===== config.mk =====
export PLATFORM = sky130hd
export DESIGN_NAME = vegeta_tile_scheduler
export DESIGN_NICKNAME = d
export VERILOG_FILES = /design/src/rtl/vegeta_tile_scheduler.sv
export SDC_FILE = /design/constraint.sdc
export NUM_CORES = 1
export LEC_CHECK = 0
export CAP_MARGIN = 5
export CELL_PAD_IN_SITES_DETAIL_PLACEMENT = 1
export CELL_PAD_IN_SITES_GLOBAL_PLACEMENT = 1
export CORE_ASPECT_RATIO = 1.5
export CORE_UTILIZATION = 39
export CTS_BUF_LIST = sky130_fd_sc_hd__clkbuf_8 sky130_fd_sc_hd__clkbuf_16
export CTS_CLUSTER_DIAMETER = 100
export DETAILED_ROUTE_END_ITERATION = 16
export MAX_ROUTING_LAYER = met4
export PLACE_DENSITY_LB_ADDON = 0.1
export SLEW_MARGIN = 20
export SYNTH_ARGS = -nofsm -noshare
export SYNTH_HDL_FRONTEND = slang
export SYNTH_SLANG_ARGS = --single-unit

===== constraint.sdc =====
create_clock -name i_clk -period 2.7 [get_ports i_clk]
set_input_delay 0.54 -clock i_clk [delete_from_list [all_inputs] [get_ports i_clk]]
set_output_delay 0.54 -clock i_clk [all_outputs]
set_load 0.01 [all_outputs]

===== src/rtl/vegeta_tile_scheduler.sv =====
// rtl/vegeta_tile_scheduler.sv - tiled GEMM job sequencer driving the VEGETA array controller
module vegeta_tile_scheduler #(
  parameter int DIM_W = 4
) (
  input  logic               i_clk,
  input  logic               i_rst,
  input  logic               i_job_valid,
  output logic               o_job_ready,
  input  logic [DIM_W-1:0]   i_job_m_tiles,
  input  logic [DIM_W-1:0]   i_job_n_tiles,
  input  logic [DIM_W-1:0]   i_job_k_tiles,
  input  logic               i_abort,
  output logic               o_start_multiplication,
  input  logic               i_compute_done,
  output logic [DIM_W-1:0]   o_tile_m,
  output logic [DIM_W-1:0]   o_tile_n,
  output logic [DIM_W-1:0]   o_tile_k,
  output logic               o_first_k,
  output logic               o_last_k,
  output logic               o_busy,
  output logic               o_job_done,
  output logic               o_job_aborted,
  output logic [3*DIM_W-1:0] o_tiles_done
);

  typedef enum logic [2:0] {
    S_IDLE    = 3'd0,
    S_ISSUE   = 3'd1,
    S_WAIT    = 3'd2,
    S_ADVANCE = 3'd3,
    S_DONE    = 3'd4
  } state_t;

  localparam logic [DIM_W-1:0]   ONE   = DIM_W'(1);
  localparam logic [3*DIM_W-1:0] ONE_T = (3*DIM_W)'(1);

  state_t             r_state;
  state_t             w_state_next;
  logic               r_compute_done_q;
  logic [DIM_W-1:0]   r_m_tiles;
  logic [DIM_W-1:0]   r_n_tiles;
  logic [DIM_W-1:0]   r_k_tiles;
  logic [DIM_W-1:0]   r_tile_m;
  logic [DIM_W-1:0]   r_tile_n;
  logic [DIM_W-1:0]   r_tile_k;
  logic               r_first_k;
  logic               r_last_k;
  logic               r_abort_pending;
  logic               r_job_aborted;
  logic [3*DIM_W-1:0] r_tiles_done;

  logic               w_done_rise;
  logic               w_zero_dim;
  logic               w_k_wrap;
  logic               w_n_wrap;
  logic               w_m_wrap;
  logic               w_last_tile;
  logic               w_aborted_next;
  logic [DIM_W-1:0]   w_k_next;
  logic [DIM_W-1:0]   w_n_next;
  logic [DIM_W-1:0]   w_m_next;

  // Only a fresh rising edge of the done level marks tile completion; a level
  // left high by the previous tile must not retire the next one.
  assign w_done_rise = i_compute_done & ~r_compute_done_q;
  assign w_zero_dim  = (i_job_m_tiles == '0) | (i_job_n_tiles == '0) | (i_job_k_tiles == '0);

  // Wrap tests compare against count-1, so a count of 2^DIM_W-1 never overflows.
  assign w_k_wrap    = (r_tile_k == r_k_tiles - ONE);
  assign w_n_wrap    = (r_tile_n == r_n_tiles - ONE);
  assign w_m_wrap    = (r_tile_m == r_m_tiles - ONE);
  assign w_last_tile = w_k_wrap & w_n_wrap & w_m_wrap;

  // K innermost, then N, then M.
  assign w_k_next = w_k_wrap ? '0 : r_tile_k + ONE;
  assign w_n_next = w_k_wrap ? (w_n_wrap ? '0 : r_tile_n + ONE) : r_tile_n;
  assign w_m_next = (w_k_wrap & w_n_wrap) ? r_tile_m + ONE : r_tile_m;

  assign o_tile_m      = r_tile_m;
  assign o_tile_n      = r_tile_n;
  assign o_tile_k      = r_tile_k;
  assign o_first_k     = r_first_k;
  assign o_last_k      = r_last_k;
  assign o_tiles_done  = r_tiles_done;
  assign o_job_aborted = r_job_aborted;

  // State register.
  always_ff @(posedge i_clk) begin
    if (i_rst) begin
      r_state <= S_IDLE;
    end else begin
      r_state <= w_state_next;
    end
  end

  // Next-state decode and Moore outputs.
  always_comb begin
    w_state_next           = r_state;
    w_aborted_next         = 1'b0;
    o_job_ready            = 1'b0;
    o_start_multiplication = 1'b0;
    o_busy                 = 1'b1;
    o_job_done             = 1'b0;
    case (r_state)
      S_IDLE: begin
        o_job_ready = 1'b1;
        o_busy      = 1'b0;
        if (i_job_valid) begin
          w_state_next = w_zero_dim ? S_DONE : S_ISSUE;
        end
      end
      S_ISSUE: begin
        o_start_multiplication = 1'b1;
        w_state_next           = S_WAIT;
      end
      S_WAIT: begin
        if (w_done_rise) begin
          if (w_last_tile) begin
            w_state_next = S_DONE;
          end else if (r_abort_pending | i_abort) begin
            w_state_next   = S_DONE;
            w_aborted_next = 1'b1;
          end else begin
            w_state_next = S_ADVANCE;
          end
        end
      end
      S_ADVANCE: begin
        if (i_abort) begin
          w_state_next   = S_DONE;
          w_aborted_next = 1'b1;
        end else begin
          w_state_next = S_ISSUE;
        end
      end
      S_DONE: begin
        o_job_done   = 1'b1;
        w_state_next = S_IDLE;
      end
      default: begin
        w_state_next = S_IDLE;
      end
    endcase
  end

  // Job dimensions, tile indices, qualifiers, abort latch and completion count.
  always_ff @(posedge i_clk) begin
    if (i_rst) begin
      r_compute_done_q <= 1'b0;
      r_m_tiles        <= '0;
      r_n_tiles        <= '0;
      r_k_tiles        <= '0;
      r_tile_m         <= '0;
      r_tile_n         <= '0;
      r_tile_k         <= '0;
      r_first_k        <= 1'b0;
      r_last_k         <= 1'b0;
      r_abort_pending  <= 1'b0;
      r_job_aborted    <= 1'b0;
      r_tiles_done     <= '0;
    end else begin
      r_compute_done_q <= i_compute_done;
      r_job_aborted    <= w_aborted_next;
      case (r_state)
        S_IDLE: begin
          if (i_job_valid) begin
            r_m_tiles       <= i_job_m_tiles;
            r_n_tiles       <= i_job_n_tiles;
            r_k_tiles       <= i_job_k_tiles;
            r_tile_m        <= '0;
            r_tile_n        <= '0;
            r_tile_k        <= '0;
            r_first_k       <= ~w_zero_dim;
            r_last_k        <= ~w_zero_dim & (i_job_k_tiles == ONE);
            r_tiles_done    <= '0;
            r_abort_pending <= 1'b0;
          end
        end
        S_ISSUE: begin
          if (i_abort) begin
            r_abort_pending <= 1'b1;
          end
        end
        S_WAIT: begin
          if (i_abort) begin
            r_abort_pending <= 1'b1;
          end
          if (w_done_rise) begin
            r_tiles_done <= r_tiles_done + ONE_T;
          end
        end
        S_ADVANCE: begin
          r_tile_m  <= w_m_next;
          r_tile_n  <= w_n_next;
          r_tile_k  <= w_k_next;
          r_first_k <= (w_k_next == '0);
          r_last_k  <= (w_k_next == r_k_tiles - ONE);
        end
        default: begin
        end
      endcase
    end
  end

endmodule


# After elaboration in Yosys (flattened, before gate mapping)
# Cells that the tools add are included.
# classes
n_addsub,7
multipliers,0
n_div,0
magnitude_cmp,0
n_eq_ne,14
n_shift,0
muxes,34
bitwise,9
n_reduce_logical,16
# ops
cell,n
$mux 12,2
$pmux 12 s2,1
$pmux 4 s2,3
$mux 4,5
$mux 3,6
$eq 4x4->1,4
$logic_not 4->1,4
$add 12x1->12 const B,1
$add 4x1->4 const B,3
$mux 1,12
$pmux 3 s4,1
$reduce_and 3->1,4
$sub 4x1->4 const B,3
$ne 2x2->1 const B,4
$pmux 1 s2,4
$eq 3x2->1 const B,2
$reduce_and 2->1,3
$reduce_bool 2->1,3
$and 1x1->1,4
$eq 4x1->1 const B,1
$eq 3x1->1 const B,1
$eq 3x3->1 const B,1
$logic_not 3->1,1
$or 1x1->1,3
3 further kinds,4
# totals
reg_bits,44
latchBits,0
ramBits,0
mem_bits_ro,0
inputBits,17
out_inout_bits,31
word_cells,93
n_memories,0

# Longest topological paths before layout
# Gate-level depths: netlist of the first run.
# logic_depth
depth_word,7
depth_mapped,9
mapped_depth_nobuf,7

# Least setup slack after synthesis of the first run
# OpenSTA, ideal clock, no wires.
# synth_path
kind,register -> register
start,register r_k_tiles[0]
end,register r_tile_m[3] (netlist: o_tile_m[3])
setup_ns,0.070
t_arrival_ns,2.203
required_time_ns,2.630
setup_slack_ns,0.427
path_stages_with_launch,9
n_path_buf,1
period_less_slack_ns,2.273
path_cell_list,dfxtp_1 -> buf_6 -> inv_1 -> ha_1 -> xor2_2 -> nand3_2 -> or4b_4 -> or4_1 -> a21oi_1
# synth_via
elab_chain_len,5
# synth_lines
element,line_no,rtl
start: declaration,42,logic [DIM_W-1:0] r_k_tiles;
start signal: assignment,169,r_k_tiles <= i_job_k_tiles;
$sub 4x1->4,69,assign w_k_wrap = (r_tile_k == r_k_tiles - ONE);
$eq 4x4->1,69,
$and 1x1->1,77,assign w_m_next = (w_k_wrap & w_n_wrap) ? r_tile_m + ONE : r_tile_m;
$ne 2x2->1 (no line),--,
$reduce_and 3->1 (no line),--,
end signal: assignment,193,r_tile_m <= w_m_next;
end: declaration,43,logic [DIM_W-1:0] r_tile_m;
# Every way passes these cells.
# A chain may end at the register's enable or synchronous reset.

# Worst setup path in the final report of the first run
# layout_path
start,register r_k_tiles[1]
end,register r_tile_m[3] (netlist: o_tile_m[3])
# Same word-level chain as after synthesis.

==> qor.json, run 1 <==
{
  "grt_start_max_net_pins": 22,
  "relSlewSlack_pct": 50.47,
  "clk_root_buffer_cell": "sky130_fd_sc_hd__clkbuf_8",
  "run_status": "finished, final reports clean",
  "setup_tns_ps": 0,
  "wl_met3_um": 193,
  "initial_antenna_violation_count": 0,
  "finalWeightedCongestion": 0.7898,
  "design.portCount": 48,
  "seq_power_share_pct": 40.0,
  "netsw_mw": 0.6530,
  "max_clock_freq_ghz": 0.4051,
  "cp.required_ps": 2940,
  "io_buffer_count": 47,
  "route.top_layer_used": "met4",
  "wl_per_cell_um": 16.11,
  "fillers": 808,
  "power.clock.fraction_pct": 27.7,
  "yosysWarningCount": 0,
  "grt.total_usage_pct": 22.99,
  "setup_repair_after_global_routing_missed_its_margin": "no",
  "netlist_top_cells_area": "sky130_fd_sc_hd__dfxtp_1, sky130_fd_sc_hd__a21oi_1, sky130_fd_sc_hd__nand2_1",
  "clk-insertion-delay-late_ps": 300,
  "cts.reportedPaths.clkPinSlew_ps": 90,
  "postSynthAreaPerCell_um2": 8.143,
  "finish.net_count": 388,
  "final_min_period_over_clock_period_pct": 91.44,
  "place.detailed.hpwl_mm": 5.451,
  "seq_area_frac_synth_pct": 33.91,
  "start_kind": "flip-flop",
  "starting_density_of_the_core_pct": 40.05,
  "clk_path_buf_depth": 2,
  "core_area_mm2": 0.006486,
  "detail_route.wirelength.met1_mm": 2.924,
  "remaining_drc_errors": 0,
  "yosys_register_bits": 44,
  "synthesis.area_mm2": 0.002597,
  "die_w_um": 68.64,
  "first_iter_violations": 103,
  "grt_pass1_wl_mm": 11.47,
  "crit_path_cell_trace": "inv_1 -> ha_1 -> xor2_2 -> nand3_2 -> or4b_4 -> or4_1 -> a21oi_1",
  "num_antenna_cells": 0,
  "numCtsBuffers": 5,
  "critical_path_class": "flip-flop to flip-flop",
  "timing.critical_path.fanout_max": 12,
  "drt_pass1_iterations": 4,
  "grt-ovfl-total": 0,
  "routed_wirelength_mm": 7.105,
  "predominant_post_synthesis_flop_cell": "sky130_fd_sc_hd__dfxtp_1",
  "irDropWorstVdd_mv": 0.3053,
  "std_cell_rows": 36,
  "hold_path.class": "flip-flop to flip-flop",
  "power.internal_mw": 1.270,
  "cts_tree": "built",
  "first_global_vias": 2392,
  "number_of_clock_sinks_seen_by_cts": 44,
  "power_switching_share_pct": 33.95,
  "fin_worst_skew_ps": 3.544,
  "power_leakage_nw": 1.097,
  "design.die.area_mm2": 0.006997,
  "cts.htree.levels": 2,
  "postSynthNetCount": 343,
  "ctsHoldBuffers": 0,
  "synth_top_cell_area_share_pct": 33.91,
  "timing.final.crit_period_ps": 2469,
  "detail-route-antenna-nets": 0,
  "cts_post_setup_buffers_inserted": 0,
  "via_count": 2457,
  "hold_violations": 0,
  "number_of_enable_flip_flop_cells_after_synthesis": 0,
  "synth_cell_types": 62,
  "final_slew_viol_count": 0,
  "postSynth.asyncResetShare_pct": 0,
  "die_h_um": 102.0,
  "endpoint_class_of_the_critical_path": "flip-flop",
  "worst_path_largest_cell_delay_ps": 620,
  "worst_endpoint_data_arrival_time_ps": 2710,
  "detail_route_met2_wl_mm": 3.820,
  "comb_power_share_pct": 32.3,
  "slowest_stage": "sky130_fd_sc_hd__or4b_4",
  "final_layout_size_suffix_gt1_share_pct": 9.863,
  "whs_ps": 482.7,
  "via_per_inst": 5.571,
  "synth.largest_area_cell": "sky130_fd_sc_hd__dfxtp_1",
  "power_density_mw_per_mm2": 596.0,
  "syn_inst": 319,
  "worst_pin_slew_ps": 736.2,
  "cap_violations": 0,
  "finalSetupViolCount": 0,
  "post_cts_resized": 0,
  "synthToLayoutAreaGrowth_pct": 24.23
}
-- critical path: cells and delay by family (launching register included) --
kind | cells | cell delay [ps]
buffers and inverters | 1 | 60
AO/OA/AOI/OAI | 1 | 150
AND/OR/NAND/NOR | 3 | 1210
flip-flops | 1 | 410
adder cells (fa/ha/maj) | 1 | 370
XOR/XNOR | 1 | 200
-- cells in the mapped netlist, types with 3 or more instances --
library cell,n
sky130_fd_sc_hd__dfxtp_1,44
sky130_fd_sc_hd__nand2_1,41
sky130_fd_sc_hd__a21oi_1,31
sky130_fd_sc_hd__nor2_1,22
sky130_fd_sc_hd__inv_1,15
sky130_fd_sc_hd__nor3_1,13
sky130_fd_sc_hd__o21ai_0,13
sky130_fd_sc_hd__xnor2_1,12
sky130_fd_sc_hd__clkbuf_1,10
sky130_fd_sc_hd__nand3_1,10
sky130_fd_sc_hd__or3_1,10
sky130_fd_sc_hd__ha_1,7
sky130_fd_sc_hd__o211ai_1,6
sky130_fd_sc_hd__xor2_1,6
sky130_fd_sc_hd__nor4_1,5
sky130_fd_sc_hd__a31oi_1,3
sky130_fd_sc_hd__clkbuf_8,3
sky130_fd_sc_hd__nand4_1,3
sky130_fd_sc_hd__nor2b_1,3
sky130_fd_sc_hd__or4_1,3
-- metal layers --
metal | vias to the layer above | global-route usage, %
met1 | 1180 | 24.05
met3 | 10 | 3.795
met5 | - | -
li1 | 1227 | -
met4 | 0 | 9.135
met2 | 40 | 41.33
-- power groups by stage --
stage	clock network (mW)	logic (mW)	registers, mW
floorplan	0	0.430	0.760
global placement	0	0.611	0.782
detailed placement	0	0.626	0.783
CTS	0.546	0.632	0.769
global route	0.567	0.690	0.780
finish	0.532	0.622	0.769
-- sequential cells by signal (all words and copies together), names as in the netlist --
signal	flops
o_last_k	1
o_tile_k	4
r_compute_done_q	1
o_first_k	1
o_tile_m	4
r_state	3
r_m_tiles	4
o_tile_n	4
r_k_tiles	4
o_tiles_done	12
r_abort_pending	1
r_n_tiles	4
o_job_aborted	1
-- cell type report --
class | count | area (um2) | share of cell area (%)
Sequential cell | 44 | 880.8 | 27.30
Clock inverter | 3 | 46.29 | 1.435
Timing Repair Buffer | 55 | 530.5 | 16.44
Tap cell | 76 | 95.09 | 2.947
Clock buffer | 5 | 68.82 | 2.133
Inverter | 15 | 56.30 | 1.745
Multi-Input combinational cell | 243 | 1549 | 48.00
-- per-stage QoR --
stage / utilization, % / setup slack, ps / instances / instance area [um2] / power, mW
finish: 49.75 / 231.2 / 441 / 3227 / 1.923
global route: 49.75 / 84.33 / 441 / 3227 / 2.037
CTS: 49.75 / 220.3 / 441 / 3227 / 1.947
detailed placement: 47.97 / 245.9 / 433 / 3112 / 1.410
global placement: 47.97 / 317.6 / 433 / 3112 / 1.393
floorplan: - / 427.2 / 319 / 2597 / 1.191
-- cell usage in the layout, fill, tap and decap left out, types with 10 or more instances in the layout --
master / netlist / layout
sky130_fd_sc_hd__a21oi_1: 31 / 31
sky130_fd_sc_hd__clkdlybuf4s50_1: 0 / 47
sky130_fd_sc_hd__dfxtp_1: 44 / 44
sky130_fd_sc_hd__nor2_1: 22 / 22
sky130_fd_sc_hd__o21ai_0: 13 / 13
sky130_fd_sc_hd__nand2_1: 41 / 41
sky130_fd_sc_hd__xnor2_1: 12 / 12
sky130_fd_sc_hd__inv_1: 15 / 15
sky130_fd_sc_hd__nand3_1: 10 / 10
sky130_fd_sc_hd__nor3_1: 13 / 13
sky130_fd_sc_hd__or3_1: 10 / 10
-- worst paths after layout --
| kind | cells past startpoint | slack, ps | end | start |
|---|---|---|---|---|
| max | 7 | 230 | o_tile_m[3] | r_k_tiles[1] |
| min | 2 | 480 | r_n_tiles[3] | r_n_tiles[3] |
| max reg2reg | 7 | 230 | o_tile_m[3] | r_k_tiles[1] |
| min reg2reg | 2 | 480 | r_n_tiles[3] | r_n_tiles[3] |
-- logic make-up (layout without fill, tap and decap cells) --
kind of cell,after synthesis,in the layout,synth area share (%)
muxes,3,3,1.204
AOI/OAI and AO/OA,80,80,19.70
DFF,44,44,33.91
adders and majority gates,7,7,3.372
and+or+nand+nor,130,130,25.58
xor gates and xnor gates,23,23,9.779
buffers and inverters,32,78,6.455
Power figures use the tool's default switching activity.
==> run 2, diff against run 1 <==
--- a/config.mk
+++ b/config.mk
@@ -13,6 +13,7 @@
 export CTS_BUF_LIST = sky130_fd_sc_hd__clkbuf_8 sky130_fd_sc_hd__clkbuf_16
 export CTS_CLUSTER_DIAMETER = 100
 export DETAILED_ROUTE_END_ITERATION = 16
+export GPL_ROUTABILITY_DRIVEN = 0
 export MAX_ROUTING_LAYER = met4
 export PLACE_DENSITY_LB_ADDON = 0.1
 export SLEW_MARGIN = 20
==> results of run 2 <==
The final DEF is identical to that of run 1; final timing and power are the same.
